`src/rtl/counter_pkg.sv`:
```
// Shared encodings for param_counter: counting modes and direction values.
package counter_pkg;

  typedef enum logic [1:0] {
    MODE_SAT    = 2'b00,
    MODE_WRAP   = 2'b01,
    MODE_BOUNCE = 2'b10,
    MODE_RSVD   = 2'b11
  } mode_e;

  localparam logic DIR_UP   = 1'b0;
  localparam logic DIR_DOWN = 1'b1;

endpackage

```
`src/rtl/tick_prescaler.sv`:
```
// Enabled-cycle prescaler: asserts tick on the enabled cycle where the
// internal count equals presc, then restarts from zero. presc=0 ticks on
// every enabled cycle. clr restarts the count and suppresses the tick.
module tick_prescaler #(
  parameter int PRESC_W = 4
) (
  input  logic               clk,
  input  logic               reset_n,
  input  logic               en,
  input  logic               clr,
  input  logic [PRESC_W-1:0] presc,
  output logic               tick
);

  logic [PRESC_W-1:0] cnt;

  assign tick = en && !clr && (cnt == presc);

  // Count enabled cycles; clear on tick or on an external restart.
  always_ff @(posedge clk or negedge reset_n) begin
    if (!reset_n) begin
      cnt <= '0;
    end else if (clr) begin
      cnt <= '0;
    end else if (en) begin
      cnt <= tick ? '0 : cnt + PRESC_W'(1);
    end
  end

endmodule

```
`src/rtl/param_counter.sv`:
```
// Bounded up/down counter with SAT, WRAP and (optionally) BOUNCE modes,
// a tick prescaler, synchronous load and a one-cycle terminal-count pulse.
// Optional feature macro: PARAM_COUNTER_BOUNCE_EN compiles in BOUNCE mode;
// without it mode 2'b10 behaves as SAT.
module param_counter
  import counter_pkg::*;
#(
  parameter int WIDTH   = 6,
  parameter int MAX_VAL = 32,
  parameter int PRESC_W = 4
) (
  input  logic               clk,
  input  logic               reset_n,
  input  logic               en,
  input  logic               sel,
  input  logic [1:0]         mode,
  input  logic               load,
  input  logic [WIDTH-1:0]   load_val,
  input  logic [PRESC_W-1:0] presc,
  output logic [WIDTH-1:0]   out,
  output logic               dir,
  output logic               at_max,
  output logic               at_min,
  output logic               tc
);

  localparam logic [WIDTH-1:0] MAX    = WIDTH'(MAX_VAL);
  localparam logic [WIDTH-1:0] MAX_M1 = WIDTH'(MAX_VAL - 1);

  logic             tick;
  logic             bounce;
  logic             wrap;
  logic             go_down;
  logic [WIDTH-1:0] nxt;
  logic             nxt_tc;
  logic             nxt_dir;
  logic [WIDTH-1:0] load_clamped;

  tick_prescaler #(.PRESC_W(PRESC_W)) u_presc (
    .clk     (clk),
    .reset_n (reset_n),
    .en      (en),
    .clr     (load),
    .presc   (presc),
    .tick    (tick)
  );

  assign at_max       = (out == MAX);
  assign at_min       = (out == '0);
  assign load_clamped = (load_val > MAX) ? MAX : load_val;
  assign wrap         = (mode == MODE_WRAP);

  // Next count, terminal-count condition and direction for a tick step.
  always_comb begin
    bounce  = 1'b0;
    go_down = sel;
    nxt     = out;
    nxt_tc  = 1'b0;
    nxt_dir = sel;
`ifdef PARAM_COUNTER_BOUNCE_EN
    if (mode == MODE_BOUNCE) begin
      bounce = 1'b1;
      // Sitting on a bound always moves away from it, whatever dir says.
      if (out >= MAX)      go_down = DIR_DOWN;
      else if (out == '0)  go_down = DIR_UP;
      else                 go_down = dir;
    end
`endif
    if (go_down == DIR_UP) begin
      if (out >= MAX) begin
        if (wrap) begin
          nxt    = '0;
          nxt_tc = 1'b1;
        end
      end else begin
        nxt    = out + WIDTH'(1);
        nxt_tc = (out == MAX_M1);
      end
    end else begin
      if (out == '0) begin
        if (wrap) begin
          nxt    = MAX;
          nxt_tc = 1'b1;
        end
      end else begin
        nxt    = out - WIDTH'(1);
        nxt_tc = (out == WIDTH'(1));
      end
    end
    if (bounce) begin
      if (nxt >= MAX)      nxt_dir = DIR_DOWN;
      else if (nxt == '0)  nxt_dir = DIR_UP;
      else                 nxt_dir = go_down;
    end
  end

  // Count, direction and terminal-count registers; load beats enable.
  always_ff @(posedge clk or negedge reset_n) begin
    if (!reset_n) begin
      out <= '0;
      dir <= DIR_UP;
      tc  <= 1'b0;
    end else if (load) begin
      out <= load_clamped;
      dir <= sel;
      tc  <= 1'b0;
    end else if (en) begin
      tc <= tick & nxt_tc;
      if (tick) out <= nxt;
      // In BOUNCE the direction only changes when a step actually happens.
      if (tick || !bounce) dir <= nxt_dir;
    end else begin
      tc <= 1'b0;
    end
  end

endmodule

```
`config.mk`:
```
export PLATFORM = sky130hd
export DESIGN_NAME = param_counter
export DESIGN_NICKNAME = d
export VERILOG_FILES = /design/src/rtl/counter_pkg.sv /design/src/rtl/tick_prescaler.sv /design/src/rtl/param_counter.sv
export SDC_FILE = /design/constraint.sdc
export NUM_CORES = 1
export LEC_CHECK = 0
export CAP_MARGIN = 15
export CORE_MARGIN = 1
export CORE_UTILIZATION = 50
export DETAILED_ROUTE_END_ITERATION = 8
export PLACE_DENSITY = 0.83
export SLEW_MARGIN = 20
export SYNTH_ARGS = -nofsm -noshare
export SYNTH_HDL_FRONTEND = slang
export SYNTH_SLANG_ARGS = --single-unit
export TNS_END_PERCENT = 10
```
`constraint.sdc`:
```
create_clock -name clk -period 2.9 [get_ports clk]
set_input_delay 0.58 -clock clk [delete_from_list [all_inputs] [get_ports clk]]
set_output_delay 0.58 -clock clk [all_outputs]
set_load 0.01 [all_outputs]
```
==> run_results.csv, run 1 <==
group,metric,value,unit
clock_network,postCtsSetupRepairBufs,0,
timing,worst_pin_slew,634.4,ps
clock_network,cts-root-buf,"clkbuf_4",
logic_synthesis,yosys.cell_types.count,40,
timing,period_minus_slack,2681,ps
floorplan,start_util,54.11,%
power_and_ir_drop,pwr-share-seq,39.3,%
logic_synthesis,yosysWarnings,0,
clock_network,cts_buffers,3,
layout,final_util,70.99,%
setup_path,critPathMaxFanout,11,
setup_path,required,2320,ps
route,vias,994,
route,totalWireLength,2.374,mm
timing,grt_setup_unrepaired,"no",
setup_path,path_class,"register to primary output",
logic_synthesis,synth_cells,115,
hold_path,worstHoldPathType,"register to register",
timing,fmax,373.0,MHz
status,status,"finished, final reports clean",
clock_network,clkLatencyLatePin,280,ps
power_and_ir_drop,p_clk_share,26.8,%
route,firstDrtPassIters,4,
clock_network,hold_buffers,0,
clock_network,cts_sinks,12,
clock_network,cts.htree.levels,1,
layout,register_area,300.3,um2
logic_synthesis,ys_seq_area_share,31.45,%
clock_network,cts_tree,"done",
layout,layout-drive-gt1-share,7.143,%
route,post_drt_wl_per_cell,14.39,um
floorplan,rows,15,
placed_design,dp_hpwl,1.739,mm
logic_synthesis,ys_ff_latch,12,
global_route,grt_pass1_wl,3.946,mm
clock_network,postCtsResizedCells,0,
timing,setup_tns,0,ps
power_and_ir_drop,leakagePower,0.5224,nW
floorplan,die_area,0.002088,mm2
floorplan,io_pins,27,
placed_design,gp_congestion,0.8935,
logic_synthesis,synth_area,954.7,um2
job,max_cap_viol_count,0,
placed_design,port-buffer-count,26,
layout,nets,162,
global_route,overflow,0,
power_and_ir_drop,power_frac_comb,33.9,%
layout,fin_cells,165,
power_and_ir_drop,swShare,32.71,%
layout,n_antenna_cell,0,
route,drc,0,
power_and_ir_drop,p_int,0.3461,mW
layout,num-fill-cells,154,
setup_path,crit_path_end_kind,"primary output",
floorplan,core_area,0.001764,mm2
placed_design,dp.cells,161,
layout,multi_input_area,583.1,um2
timing,max_slew_margin,57.62,%
timing,slew_violations,0,
floorplan,die_y,45.70,um
route,antenna_left,0,
global_route,grt_pass1_vias,907,
logic_synthesis,syn_nets,136,
logic_synthesis,avgSynthCellArea,8.301,um2
timing,min_period_over_period,92.46,%
setup_path,crit_path_start_kind,"register",
global_route,grt_max_degree,13,
floorplan,dieWidth,45.70,um
global_route,grt_usage,26.45,%
clock_network,clk_pin_slew,80,ps
route,drtIter0Drc,49,
power_and_ir_drop,pwr_density_cell,410.7,mW/mm2
global_route,antenna_found_initial,0,
route,via_per_inst,6.024,
power_and_ir_drop,vdd_drop_max,0.0003615,V
timing,setup_viol,0,
setup_path,cp.arrival,2100,ps
layout,syn2layout_area_growth,31.19,%
timing,finClkSkew,1.523,ps
clock_network,cts_max_path_buffers,2,
timing,hold_viol_final,0,
power_and_ir_drop,p_sw,0.1683,mW
[per-stage QoR]
step                hold WS [ps]  power, mW  area (um2)  worst slack, ps
finish                     495.6     0.5144        1252            218.8
global route               535.8     0.5448        1252            161.1
CTS                        502.3     0.5152        1252            235.2
global placement           465.6     0.3717        1216            617.6
detailed placement         483.5     0.3761        1216            547.3
floorplan                  284.4     0.3021       954.7             1082
[synth_stat cells (all sizes together)]
| library cell | n | share of area, % |
|---|---|---|
| nor2 | 4 | 1.6 |
| nor2b | 3 | 2.0 |
| and2 | 1 | 0.66 |
| o21a | 1 | 0.79 |
| o221ai | 1 | 0.92 |
| a32oi | 1 | 0.92 |
| ha | 4 | 5.2 |
| nand2b | 2 | 1.3 |
| xnor2 | 4 | 3.7 |
| o32a | 1 | 1.0 |
| a21o | 1 | 0.79 |
| clkbuf | 2 | 0.79 |
| a21oi | 8 | 4.2 |
| a41oi | 1 | 0.92 |
| and3 | 5 | 3.3 |
| nand4 | 2 | 1.3 |
| a311oi | 1 | 0.92 |
| nor3b | 2 | 1.6 |
| mux2 | 1 | 1.2 |
| o311ai | 1 | 0.92 |
| nor3 | 8 | 5.2 |
| nand2 | 10 | 3.9 |
| buf | 5 | 3.9 |
| nor4 | 1 | 0.66 |
| o22ai | 3 | 2.0 |
| a211oi | 2 | 1.6 |
| or4 | 1 | 1.2 |
| nand3 | 3 | 1.6 |
| a22o | 1 | 0.92 |
| a2111oi | 1 | 0.92 |
| a211o | 2 | 1.8 |
| o211ai | 2 | 1.6 |
| dfrtp | 12 | 31 |
| o21ai | 9 | 4.7 |
| inv | 7 | 2.8 |
| o31ai | 1 | 0.79 |
| mux2i | 1 | 1.0 |
[cell type report]
type	instances	area share, %
flip-flops and latches	12	23.98
clock buffers	4	2.897
multi-input cells	89	46.55
inverters	7	2.098
well taps	25	2.498
repair buffers	28	21.98
[state kept, by name (all words and copies together) (netlist names)]
name / flops
dir: 1
tc: 1
u_presc.cnt: 4
out: 6
[critical path, stage by stage, from the launching register on]
cell             delay (ps)
dfrtp_1                 490
nor4_1                  540
and2_1                  240
clkdlybuf4s50_1         540
[cells in the final DEF (no fill, tap or decap), types with 4 or more instances in the layout]
| master | count |
|---|---|
| and3_1 | 5 |
| nand2_1 | 10 |
| nor2_1 | 4 |
| ha_1 | 4 |
| clkdlybuf4s50_1 | 26 |
| xnor2_1 | 4 |
| inv_1 | 7 |
| o21ai_0 | 8 |
| nor3_1 | 6 |
| dfrtp_1 | 12 |
| a21oi_1 | 8 |
[final timing paths]
kind	startpoint	endpoint	slack [ps]	cells past startpoint
hold reg to reg	dir	dir	500	2
max in group asynchronous	reset_n	out[1]	1860	1
min in group asynchronous	reset_n	dir	660	1
hold / removal	dir	dir	500	2
setup / recovery	out[2]	at_min	220	3
setup reg to reg	out[0]	out[4]	810	7
[power groups by stage]
stage                     logic [mW]  registers, mW  clock network, mW
after floorplan                0.105          0.197                  0
after global routing           0.194          0.205              0.146
after detailed placement       0.172          0.205                  0
after global placement         0.169          0.202                  0
final                          0.175          0.202              0.138
after CTS                      0.173          0.201              0.141
[routing by layer]
layer  global-route usage, %  vias up  routed length [um]
met4                   14.12        0                  29
met5                       0        -                   0
met2                   39.71       62                1071
met1                   36.48      449                1089
li1                        -      479                   -
met3                   3.968        4                 185
[kinds of logic (layout without fill, tap and decap cells)]
| group | after synthesis | count (layout) | share of synthesized area [%] |
|---|---|---|---|
| DFF | 12 | 12 | 31.45 |
| AOI/OAI and AO/OA | 37 | 37 | 25.69 |
| buffers and inverters | 14 | 39 | 7.471 |
| adders and majority gates | 4 | 4 | 5.243 |
| muxes | 2 | 2 | 2.228 |
| xor gates and xnor gates | 4 | 4 | 3.669 |
| and+or+nand+nor | 42 | 42 | 24.25 |
Note: power is estimated with default switching activity, not from simulation.
==> run 2, diff against run 1 <==
- CORE_UTILIZATION: 50 -> 51
- GPL_TIMING_DRIVEN: not set -> 0
- SYNTH_HIERARCHICAL: not set -> 1
==> run_results.csv, run 2 <==
group,metric,value,unit
setup_path,cp.arrival,2260,ps
floorplan,die_y,46.74,um
global_route,grt_usage,28.88,%
logic_synthesis,yosys.area_share.simple,28.55,%
job,max_cap_viol_count,0,
floorplan,start_util,56.67,%
route,drtIter0Drc,64,
logic_synthesis,synth_top_family_by_area,"simple AND/OR/NAND/NOR gates",
logic_synthesis,post-synth-top-count-cell,"dfrtp_1",
floorplan,core_area,0.001802,mm2
timing,slew_violations,0,
setup_path,r2r_cells,6,
route,vias,1115,
layout,most-common-layout-cells,"clkdlybuf4s50_1, dfrtp_1, nor2_1, inv_1",
layout,num-fill-cells,146,
layout,final_area,0.001363,mm2
placed_design,gp_congestion,0.9042,
power_and_ir_drop,pwr_density_cell,379.0,mW/mm2
timing,setup_viol,0,
timing,grt_setup_unrepaired,"no",
logic_synthesis,ys_ff_latch,12,
floorplan,die_area,0.002185,mm2
setup_path,r2r_slack,600,ps
logic_synthesis,synth_ff_type,"dfrtp_1",
setup_path,required,2320,ps
timing,max_slew_margin,56.23,%
hold_path,holdPathEnd,"dir",
logic_synthesis,synth_xor_area_share,3.431,%
clock_network,cts.htree.levels,1,
hold_path,worstHoldPathType,"register to register",
status,status,"finished, final reports clean",
route,antenna_left,0,
logic_synthesis,synthAdderAreaFrac,4.902,%
global_route,grt_pass1_wl,4.491,mm
logic_synthesis,synthArstFlopShare,100.0,%
logic_synthesis,netlist_top_cells_count,"dfrtp_1, nor2_1, inv_1",
clock_network,cts_sinks,12,
logic_synthesis,synth_mux_area_share,0,%
setup_path,critical_path_buf_inv_count,2,
logic_synthesis,yosysWarnings,6,
floorplan,rows,15,
logic_synthesis,synth_area,0.001021,mm2
setup_path,max_stage_delay,570,ps
global_route,grt_max_degree,13,
clock_network,cts_buffers,3,
setup_path,critPathMaxFanout,10,
timing,worst_pin_slew,651.5,ps
logic_synthesis,ys_seq_area_share,29.41,%
setup_path,path_class,"register to primary output",
timing,period_minus_slack,2841,ps
floorplan,dieWidth,46.74,um
power_and_ir_drop,leakagePower,0.5309,nW
layout,nets,171,
setup_path,timing.rr.end,"tc",
logic_synthesis,yosys.cell_types.count,47,
clock_network,hold_buffers,0,
setup_path,crit_path_end_kind,"primary output",
clock_network,clkLatencyLatePin,280,ps
clock_network,cts_tree,"done",
route,via_per_inst,6.408,
logic_synthesis,synth_cells,119,
layout,layout_commonest_cell,"clkdlybuf4s50_1",
setup_path,critPathTopFamily,"simple AND/OR/NAND/NOR gates",
timing,fmax,352.0,MHz
layout,n_antenna_cell,0,
route,drc,0,
route,totalWireLength,2.915,mm
logic_synthesis,synth_top_area_share,29.41,%
placed_design,dpl-instance-area,0.001313,mm2
layout,syn2layout_area_growth,33.46,%
logic_synthesis,synth-compound-area-share,27.57,%
route,post_drt_wl_per_cell,16.75,um
power_and_ir_drop,vdd_drop_max,0.0002531,V
global_route,antenna_found_initial,0,
floorplan,io_pins,27,
clock_network,cts_max_path_buffers,2,
setup_path,crit_chain,"buf_2 -> nor3_1 -> and3_2 -> clkdlybuf4s50_1",
global_route,overflow,0,
layout,final_util,75.63,%
logic_synthesis,syn_nets,140,
route,firstDrtPassIters,4,
setup_path,reg2reg_from,"u_presc/cnt[3]",
clock_network,cts-root-buf,"clkbuf_4",
timing,finClkSkew,4.485,ps
logic_synthesis,avgSynthCellArea,8.580,um2
logic_synthesis,synth_edf_count,0,
layout,layout-drive-gt1-share,14.09,%
placed_design,port-buffer-count,26,
timing,min_period_over_period,97.97,%
hold_path,hold_start,"dir",
setup_path,cp-startpoint,"out[3]",
layout,largest_reg_flops,6,
power_and_ir_drop,finalPower,0.5164,mW
timing,hold_viol_final,0,
layout,top_regs,"out (6), u_presc/cnt (4)",
setup_path,cpMaxStageDelayCell,"nor3_1",
global_route,grt_pass1_vias,1021,
logic_synthesis,synth_area_leaders,"dfrtp_1, ha_1, a221o_1",
clock_network,clk_pin_slew,90,ps
layout,regMostFlops,"out",
hold_path,min_path_cells,2,
setup_path,crit_path_start_kind,"register",
placed_design,dp_hpwl,2.185,mm
logic_synthesis,yosys.area.top_type,"dfrtp_1",
==> run 2: how the worst max path moves through the flow <==
stage | endpoint | cells past startpoint | slack, ps
after floorplan | out[5] | 6 | 800
after global placement | out[5] | 7 | 20
after global routing | at_min | 5 | 20
after detailed placement | out[5] | 7 | -90
final | at_max | 4 | 60
after CTS | at_min | 5 | 30
==> run 2: worst min-delay path: stages (launching register included) <==
cell and delay [ps]:
dfrtp_1 350, nand2_1 50, o21ai_0 70
==> run 2: layout make-up <==
cell class / instances / area (um2) / area share (%)
clock buffers: 4 / 36.28 / 2.663
repair buffers: 26 / 260.3 / 19.10
well taps: 25 / 31.28 / 2.296
flip-flops and latches: 12 / 301.5 / 22.13
inverters: 7 / 26.28 / 1.928
multi-input cells: 95 / 670.6 / 49.22
plain buffers: 5 / 36.28 / 2.663
==> run 2: cells by family (layout without fill, tap and decap cells) <==
logic type               Yosys count  in the layout
adder cells (fa/ha/maj)            4              4
XOR/XNOR                           4              4
AO/OA/AOI/OAI                     36             36
flip-flops                        12             12
buffers and inverters             12             42
AND/OR/NAND/NOR                   51             51
==> run 2: what timing repair did <==
item | CTS | global route
endpoints found under the setup margin | 1 | 6
resized for setup | 2 | 3
cloned | 0 | 0
setup buffers | 0 | 0
==> run 2: metal layers <==
layer	global-route usage [%]	vias to the layer above	wire, um
met2	50.28	74	1497
met1	36.97	526	1157
met3	4.231	4	231
met5	0	-	0
met4	8.571	0	29
li1	-	511	-
==> run 2: metrics by stage <==
step           setup WS, ps  setup TNS, ps  cells  hold WS (ps)
2_1_floorplan         804.0              0    119         284.4
3_3_place_gp          24.92              0    170         464.9
3_5_place_dp         -92.66         -332.7    170         471.0
4_1_cts               26.04              0    174         492.5
5_1_grt               23.20              0    174         536.6
6_report              58.76              0    174         493.7
==> run 2: power by group <==
part | leakage [nW] | total (mW) | switching (mW) | internal [mW]
logic | 0.355 | 0.175 | 0.0863 | 0.0891
clock network | 0.0210 | 0.145 | 0.0690 | 0.0764
registers | 0.155 | 0.196 | 0.0175 | 0.178
